<file path="config.mk">
export PLATFORM = sky130hd
export DESIGN_NAME = fetch_queue_path
export DESIGN_NICKNAME = d
export VERILOG_FILES = /design/src/rtl/fetch_queue_path.sv
export SDC_FILE = /design/constraint.sdc
export NUM_CORES = 1
export LEC_CHECK = 0
export CAP_MARGIN = 25
export CELL_PAD_IN_SITES_DETAIL_PLACEMENT = 0
export CELL_PAD_IN_SITES_GLOBAL_PLACEMENT = 1
export CORE_ASPECT_RATIO = 2
export CORE_MARGIN = 1.5
export CORE_UTILIZATION = 44
export DETAILED_ROUTE_END_ITERATION = 8
export HOLD_SLACK_MARGIN = 0.03
export PLACE_DENSITY_LB_ADDON = 0.12
export SLEW_MARGIN = 10
export SYNTH_ARGS = -nofsm -noshare
export SYNTH_HDL_FRONTEND = slang
export SYNTH_SLANG_ARGS = --single-unit
export TNS_END_PERCENT = 5
</file>
<file path="constraint.sdc">
create_clock -name clk_i -period 7.7 [get_ports clk_i]
set_clock_uncertainty 0.1 [all_clocks]
set_input_delay 1.54 -clock clk_i [delete_from_list [all_inputs] [get_ports clk_i]]
set_output_delay 1.54 -clock clk_i [all_outputs]
set_load 0.02 [all_outputs]
</file>
<file path="src/rtl/fetch_queue_path.sv">
// Fetch stage: owns the PC, fetches over an imem req/ack handshake and buffers
// fetched words in a small FIFO so decode stalls do not stall fetch.
module fetch_queue_path #(
    parameter int unsigned     XLEN     = 32,
    parameter int unsigned     QDEPTH   = 4,
    parameter logic [XLEN-1:0] RESET_PC = '0
) (
    input  logic            clk_i,
    input  logic            reset_i,
    output logic            imem_req_o,
    output logic [XLEN-1:0] imem_addr_o,
    input  logic [XLEN-1:0] imem_data_i,
    input  logic            imem_ack_i,
    input  logic [XLEN-1:0] pc_br_d_i,
    input  logic [XLEN-1:0] pc_jmp_d_i,
    input  logic            pc_src_d_i,
    input  logic            jmp_i,
    input  logic            take_f_i,
    output logic            valid_f_o,
    output logic [XLEN-1:0] inst_f_o,
    output logic [XLEN-1:0] pc_plus4_f_o
);

    localparam int unsigned PtrW = (QDEPTH > 1) ? $clog2(QDEPTH) : 1;
    localparam int unsigned CntW = $clog2(QDEPTH + 1);

    logic [XLEN-1:0] fetch_pc_q, fetch_pc_d;
    logic [PtrW-1:0] head_q, head_d;
    logic [PtrW-1:0] tail_q, tail_d;
    logic [CntW-1:0] count_q, count_d;

    logic [XLEN-1:0] inst_mem_q [QDEPTH];
    logic [XLEN-1:0] pc4_mem_q  [QDEPTH];

    logic            redirect;
    logic [XLEN-1:0] target;
    logic [XLEN-1:0] target_raw;
    logic [XLEN-1:0] pc_plus4;
    logic            full;
    logic            push;
    logic            pop;

    always_comb begin
        redirect   = jmp_i | pc_src_d_i;
        target_raw = jmp_i ? pc_jmp_d_i : pc_br_d_i;
        target     = {target_raw[XLEN-1:2], 2'b00};
        pc_plus4   = fetch_pc_q + XLEN'(4);
        full       = (count_q == CntW'(QDEPTH));

        // Request is independent of ack, so an ack while full or redirecting is dropped.
        imem_req_o  = !reset_i && !full && !redirect;
        imem_addr_o = fetch_pc_q;
        push        = imem_req_o && imem_ack_i;

        valid_f_o    = !reset_i && (count_q != '0);
        pop          = take_f_i && valid_f_o && !redirect;
        inst_f_o     = valid_f_o ? inst_mem_q[head_q] : '0;
        pc_plus4_f_o = valid_f_o ? pc4_mem_q[head_q]  : '0;
    end

    always_comb begin
        fetch_pc_d = fetch_pc_q;
        head_d     = head_q;
        tail_d     = tail_q;
        count_d    = count_q;
        if (redirect) begin
            fetch_pc_d = target;
            head_d     = '0;
            tail_d     = '0;
            count_d    = '0;
        end else begin
            if (push) begin
                tail_d     = tail_q + PtrW'(1);
                fetch_pc_d = pc_plus4;
            end
            if (pop) begin
                head_d = head_q + PtrW'(1);
            end
            unique case ({push, pop})
                2'b10:   count_d = count_q + CntW'(1);
                2'b01:   count_d = count_q - CntW'(1);
                default: count_d = count_q;
            endcase
        end
    end

    always_ff @(posedge clk_i) begin
        if (reset_i) begin
            fetch_pc_q <= RESET_PC;
            head_q     <= '0;
            tail_q     <= '0;
            count_q    <= '0;
        end else begin
            fetch_pc_q <= fetch_pc_d;
            head_q     <= head_d;
            tail_q     <= tail_d;
            count_q    <= count_d;
        end
    end

    // Storage needs no reset: entries are only visible through count_q.
    always_ff @(posedge clk_i) begin
        if (push) begin
            inst_mem_q[tail_q] <= imem_data_i;
            pc4_mem_q[tail_q]  <= pc_plus4;
        end
    end

endmodule

</file>
* Word-level counts from Yosys, hierarchy flattened *
Memory sizes are Yosys's and may differ from the RTL's. A register that Yosys moved wholly into a read port is not among the register bits.
Cells that the tools add are included.

storage, ports and cells
  flip-flop bits (word level) = 39
  bits in writable memories = 256
  input port bits = 102
  output and inout bits = 98
  word-level logic and storage cells = 41
  memories kept = 2

operators by class
  add/subtract/negate cells = 5
  equality and inequality tests = 3
  mux-type cells = 12
  bitwise logic cells = 1
  reductions and logical operators = 13

memory list
  name        words  bits a word  rd ports  clocked after memory_dff  wr ports  line  RTL
  inst_mem_q  4      32           1         1                         1         32    logic [XLEN-1:0] inst_mem_q [QDEPTH];
  pc4_mem_q   4      32           1         1                         1         33    logic [XLEN-1:0] pc4_mem_q [QDEPTH];

operators with widths
  cell                                                  number
  2-to-1 mux 32 bit                                     5
  adder 32 x 3 -> 32 bit (second input constant)        1
  2-to-1 mux 2 bit                                      4
  logical AND 1 bit                                     6
  one-hot mux 3 bit (2 select lines)                    1
  adder 2 x 1 -> 2 bit (second input constant)          2
  nonzero test 2 bit                                    2
  adder 3 x 1 -> 3 bit (second input constant)          1
  equality test 3 bit (second input constant)           1
  logical NOT 1 bit                                     3
  nonzero test 3 bit                                    1
  subtractor 3 x 1 -> 3 bit (second input constant)     1
  equality test 2 x 1 -> 1 bit (second input constant)  1
  equality test 2 bit (second input constant)           1
  2-to-1 mux 1 bit                                      2
  OR reduction 2 bit                                    1
  OR 1 bit                                              1

* Logic depth before layout (Yosys ltp) *
Gate-level depths: netlist of the first run.

  depth after elaboration = 7
  gate-level depth with buffers = 10
  gate-level depth less buffers = 9

* Worst setup path before layout of the first run *
Ideal clock, no wire load.

  kind = input port to flip-flop
  start point = input port pc_src_d_i
  end point = memory inst_mem_q[0][0] (enable)
  library setup time = 0.426 ns
  arrival = 3.851 ns
  required time = 7.174 ns
  setup slack = 3.323 ns
  stages = 4
  buffers on the path = 1
  cell sequence = clkbuf_1 or3_1 nor3_2 and2_1

between the ends
  word-level cells in the longest chain between the ends = 6

ends and longest elaborated chain
  what                                    line  RTL
  start, declared                         16    input logic pc_src_d_i,
  OR 1 bit                                44    redirect = jmp_i | pc_src_d_i;
  logical NOT 1 bit                       51    imem_req_o = !reset_i && !full && !redirect;
  logical AND 1 bit                       51
  logical AND 1 bit                       53    push = imem_req_o && imem_ack_i;
  2-to-1 mux 1 bit                        103   if (push) begin
  2-to-1 mux 1 bit (implied by the code)  104   inst_mem_q[tail_q] <= imem_data_i;
  end, declared                           32

Every way passes these cells.

* Final worst setup path of the first run *
  start point = input port reset_i
  end point = output port pc_plus4_f_o[4]

between the ends
  word-level cells in the longest chain between the ends = 3

ends and longest elaborated chain
  what               line  RTL
  start, declared    9     input logic reset_i,
  logical NOT 1 bit  55    valid_f_o = !reset_i && (count_q != '0);
  logical AND 1 bit  55
  2-to-1 mux 32 bit  58    pc_plus4_f_o = valid_f_o ? pc4_mem_q[head_q] : '0;
  end, declared      21    output logic [XLEN-1:0] pc_plus4_f_o

Every way passes these cells.

==> run_results.csv, run 1 <==
group,metric,value,unit
outcome,outcome,"completed",
yosys,synth_flop_cell,"edfxtp_1",
yosys,synth-edff-count,248,
critical_path,arrival,3.86,ns
floorplanning,die_x,121.6,µm
sta,final-hold-violation-count,0,
yosys,synthArstFlopShare,0,%
global_routing,grtUsageTotal,21.03,%
yosys,ys_types,62,
cts,ctsHoldBuffers,0,
yosys,synth_warnings,0,
yosys,synth_area_leaders,"edfxtp_1 (60%), mux4_2 (11%), dfxtp_1 (6.3%), and2_1 (3.5%), nor2_1 (1.4%)",
cts,clk_pin_slew,0.07,ns
sta,min_period,5.495,ns
floorplanning,start_util,44.78,%
sta,slew_violations,0,
cts,cts_buffers,25,
cts,cts-htree-levels,1,
sta,fin_tns_setup,0,ns
cts,cts.sinks,287,
sta,relSlewSlack,32.79,%
final_layout,synthToLayoutAreaGrowth,24.63,%
yosys,synth.most_common_cell,"edfxtp_1",
power_and_ir_drop,powerDensity,204.3,mW/mm²
cts,clk_latency,0.53,ns
placed_design,io_buffers,191,
global_routing,grt_max_degree,43,
route,wl,29.81,mm
job,maxCapViolCount,0,
power_and_ir_drop,irDropWorstVdd,0.1476,mV
cts,cts_resized,0,
cts,tritoncts,"built",
sta,fmax,182.0,MHz
floorplanning,core.rowCount,86,
final_layout,layout.cells.non_filler,1364,
cts,postCtsSetupBuffers,0,
final_layout,antenna_cells,0,
global_routing,grt-ovfl-total,0,
route,drc,0,
final_layout,stdcell_area,0.01543,mm²
global_routing,grt_pass1_vias,7972,
route,antenna_left,0,
route,viasPerCell,5.561,
yosys,synthesis.area,0.01238,mm²
worst_hold_path,min-delay-path-class,"reg -> reg",
floorplanning,die_y,240.3,µm
final_layout,nNetsFinal,1103,
placed_design,gp_congestion,0.8846,
yosys,ys_seq_area_share,66.44,%
global_routing,grt_pass1_wl,45.65,mm
placed_design,dpl_cell_area,0.01464,mm²
route,drt_iter0_drc,380,
final_layout,drive_above_1_share,13.44,%
sta,setup_viol,0,
critical_path,path_class,"in -> out",
yosys,synth_top_area_share,60.13,%
yosys,synth_area_per_cell,15.27,µm²
floorplanning,die-area,0.02922,mm²
sta,finalCritPeriodShare,71.36,%
critical_path,crit_path_max_fanout,35,
critical_path,startpoint_type,"primary input",
sta,worst_pin_slew,1.000,ns
yosys,synth_area_leader_cell,"edfxtp_1",
placed_design,dp.cells,1318,
cts,cts.path.max_buffers,3,
sta,whs,0.4060,ns
floorplanning,fp.coreArea,0.02765,mm²
global_routing,antenna_found_initial,0,
yosys,yosys-top-cells-count,"edfxtp_1 (248), and2_1 (69), mux4_2 (62)",
critical_path,end_kind,"primary output",
cts,cts_root_buf,"clkbuf_16",
sta,rsz0062_at_grt,"false",
placed_design,dp_hpwl,20.49,mm
floorplanning,ios,200,
yosys,synth_seq_cells,287,
route,vias,7585,
critical_path,required,6.06,ns
route,wl_per_cell,21.85,µm
yosys,synthesis.instances,811,
route,drt_pass1_iterations,5,
power_and_ir_drop,p_leak,4.960,nW
## critical path: stages
cell and delay (ns):
clkdlybuf4s50_1 0.46, nor2_4 0.56, buf_4 0.45, and2_1 0.21
clkdlybuf4s50_1 0.61
## per-stage QoR
| stage | utilization [%] | worst slack [ns] | power (mW) |
|---|---|---|---|
| floorplan | - | 3.323 | 1.873 |
| global placement | 52.95 | 2.107 | 1.993 |
| detailed placement | 52.95 | 2.146 | 1.997 |
| CTS | 55.74 | 2.121 | 3.188 |
| global route | 55.81 | 2.025 | 3.256 |
| finish | 55.81 | 2.205 | 3.154 |
## layout by cell type (no fill, tap or decap), types with 16 or more instances in the layout
| cell | n |
|---|---|
| xor2_1 | 16 |
| clkbuf_16 | 25 |
| clkdlybuf4s50_1 | 191 |
| inv_1 | 17 |
| xnor2_1 | 18 |
| nand2_1 | 27 |
| dfxtp_1 | 37 |
| o21ai_0 | 25 |
| nor2_1 | 44 |
| edfxtp_1 | 248 |
| and2_1 | 65 |
| a21oi_1 | 26 |
| mux4_2 | 62 |
## sequential cells by signal (all words and copies together), names as in the netlist, named ones only
register	cells
count_q	3
inst_mem_q	128
head_q	2
pc4_mem_q	120
tail_q	2
imem_addr_o	30
## cells by family (layout without fill, tap and decap cells)
logic type      Yosys count  count (layout)  share of synthesized area [%]
simple gates            241             241                          10.93
compound gates          106             106                          5.486
buf+inv                  69             267                          2.344
other cells               1               4                        0.03028
fa+ha+maj                 7               7                         0.7678
xor+xnor                 34              34                          2.404
flops                   287             287                          66.44
mux                      66              66                          11.60
## area by class of cell
cell class | instances | area (µm²)
clock buffer | 31 | 658.1
clock inverter | 14 | 115.1
fill | 2277 | 12220
timing repair buffer | 205 | 2029
tap | 352 | 440.4
inverter | 17 | 63.81
multi-input combinational | 458 | 3895
sequential | 287 | 8233
## worst paths after layout
path	start	endpoint	slack [ns]	depth (start not counted)
worst max-delay path	reset_i	pc_plus4_f_o[4]	2.20	5
worst min-delay path	tail_q[1]$_SDFFE_PP0P_	tail_q[1]$_SDFFE_PP0P_	0.41	2
worst max register to register	count_q[2]$_SDFFE_PP0P_	pc4_mem_q[0][9]$_DFFE_PP_	4.87	4
worst min register to register	tail_q[1]$_SDFFE_PP0P_	tail_q[1]$_SDFFE_PP0P_	0.41	2
## report_power, final
part           leakage [nW]  switching [mW]  internal (mW)  total (mW)
registers              2.57          0.0302           1.71        1.74
logic                  2.02           0.111          0.107       0.218
clock network         0.375           0.545          0.647        1.19
total                  4.96           0.686           2.47        3.15
## metal layers
layer	global-route usage, %	share of wire, %	up-vias
li1	-	-	3514
met1	22.96	36	3779
met2	40.78	57	240
met4	7.415	2.8	0
met5	0	0	-
met3	2.704	4.6	52
(Power assumes the default switching activity.)
==> run 2: changes to the inputs <==
Settings changed: CORE_UTILIZATION 44 to 40.
Clock period 7.7 ns to 5.05 ns, I/O delays scaled along.
==> run_results.csv, run 2 (same netlist as run 1, synthesis figures left out) <==
group,metric,value,unit
floorplanning,ios,200,
power_and_ir_drop,comb_power_share,6.7,%
sta,final-hold-violation-count,0,
sta,rsz0062_at_grt,"false",
sta,setup_viol,0,
cts,cts.sinks,287,
sta,slew_violations,0,
floorplanning,die_y,251.8,µm
route,vias,7534,
critical_path,path_class,"in -> out",
placed_design,dpl_cell_area,0.01477,mm²
final_layout,antenna_cells,0,
cts,clk_latency,0.54,ns
route,wl_per_cell,21.51,µm
final_layout,nNetsFinal,1108,
power_and_ir_drop,p_leak,5.054,nW
global_routing,grt-ovfl-total,0,
critical_path,end_kind,"primary output",
power_and_ir_drop,p_int,3.988,mW
route,wl,29.93,mm
route,viasPerCell,5.416,
power_and_ir_drop,clock_power_share,40.9,%
job,maxCapViolCount,0,
critical_path,arrival,2.91,ns
floorplanning,die_x,127.4,µm
power_and_ir_drop,power,5.069,mW
sta,finalCritPeriodShare,79.51,%
placed_design,gp_congestion,0.7830,
placed_design,dp_hpwl,19.85,mm
final_layout,largest_reg_flops,128,
route,drt_iter0_drc,484,
final_layout,synthToLayoutAreaGrowth,26.66,%
floorplanning,start_util,40.43,%
final_layout,fillCellCount,2590,
final_layout,regMostFlops,"inst_mem_q",
global_routing,antenna_found_initial,0,
final_layout,seq_area,0.008235,mm²
sta,fin_tns_setup,0,ns
final_layout,final_core_util,51.22,%
cts,cts_buffers,26,
floorplanning,die-area,0.03209,mm²
final_layout,final_common_cell,"edfxtp_1",
power_and_ir_drop,powerDensity,323.1,mW/mm²
route,antenna_left,0,
route,drc,0,
route,drt_pass1_iterations,5,
final_layout,layout_common_cells,"edfxtp_1 (248), clkdlybuf4s50_1 (191), and2_1 (65), mux4_2 (62), nor2_1 (44)",
final_layout,drive_above_1_share,14.23,%
outcome,outcome,"completed",
cts,cts_resized,0,
sta,fmax,249.0,MHz
global_routing,grt_pass1_wl,45.77,mm
critical_path,required,3.94,ns
power_and_ir_drop,seqPwrFrac,52.4,%
sta,min_period,4.015,ns
sta,worst_pin_slew,1.101,ns
sta,relSlewSlack,26.03,%
cts,postCtsSetupBuffers,0,
critical_path,startpoint_type,"primary input",
power_and_ir_drop,irDropWorstVdd,0.2858,mV
placed_design,io_buffers,191,
floorplanning,fp.coreArea,0.03063,mm²
final_layout,stdcell_area,0.01569,mm²
power_and_ir_drop,switchingPower,1.081,mW
global_routing,grt_max_degree,64,
floorplanning,core.rowCount,91,
cts,cts-htree-levels,1,
final_layout,multi_input_area,0.003895,mm²
cts,cts_root_buf,"clkbuf_16",
global_routing,grt_pass1_vias,7731,
cts,tritoncts,"built",
cts,clk_pin_slew,0.06,ns
sta,whs,0.3976,ns
cts,cts.path.max_buffers,3,
critical_path,crit_path_max_fanout,12,
worst_hold_path,min-delay-path-class,"reg -> reg",
power_and_ir_drop,power_switching_share,21.33,%
global_routing,grtUsageTotal,19.04,%
cts,ctsHoldBuffers,0,
[run 2: cell types whose count changed in the layout (fill, tap and decap cells not counted), sizes merged]
cell      change
clkinv        -6
buf           +4
bufinv        +3
clkbuf        +2
clkinvlp      +2
inv           +2
[run 2: layout make-up]
| class | instances | area share [%] |
|---|---|---|
| Timing Repair Buffer | 209 | 13.51 |
| Sequential cell | 287 | 52.50 |
| Tap cell | 372 | 2.967 |
| Multi-Input combinational cell | 458 | 24.83 |
| Inverter | 17 | 0.4068 |
| Clock inverter | 15 | 1.268 |
| Clock buffer | 33 | 4.515 |
[run 2: path summary, 6_finish.rpt]
path / startpoint / endpoint / slack, ns / cells past startpoint
setup reg to reg: imem_addr_o[2]$_SDFFE_PP0P_ / pc4_mem_q[0][22]$_DFFE_PP_ / 2.41 / 5
hold / removal: tail_q[1]$_SDFFE_PP0P_ / tail_q[1]$_SDFFE_PP0P_ / 0.40 / 2
hold reg to reg: tail_q[1]$_SDFFE_PP0P_ / tail_q[1]$_SDFFE_PP0P_ / 0.40 / 2
setup / recovery: reset_i / imem_req_o / 1.03 / 4
[run 2: routing by layer]
layer | wire, µm | up-vias | GRT usage (%)
met1 | 12750 | 3743 | 25.42
met5 | 0 | - | 0
met2 | 14820 | 237 | 32.14
li1 | - | 3514 | -
met4 | 623 | 0 | 5.390
met3 | 1736 | 40 | 3.075
[run 2: through the flow]
step	cells	worst slack, ns
finish	1391	1.035
global placement	1342	1.026
CTS	1390	0.9814
floorplan	814	1.203
global route	1391	0.9194
detailed placement	1342	1.012
[run 2: worst max-delay path, stage by stage]
cell and delay, ns:
clkdlybuf4s50_1 0.48, or3_1 0.60, nor2_1 0.19, clkdlybuf4s50_1 0.62
[run 2: power groups by stage]
stage	registers, mW	logic [mW]	clock network, mW
floorplan	2.72	0.139	0
global placement	2.71	0.336	0
detailed placement	2.71	0.342	0
CTS	2.66	0.344	2.13
global route	2.66	0.369	2.20
finish	2.66	0.340	2.07
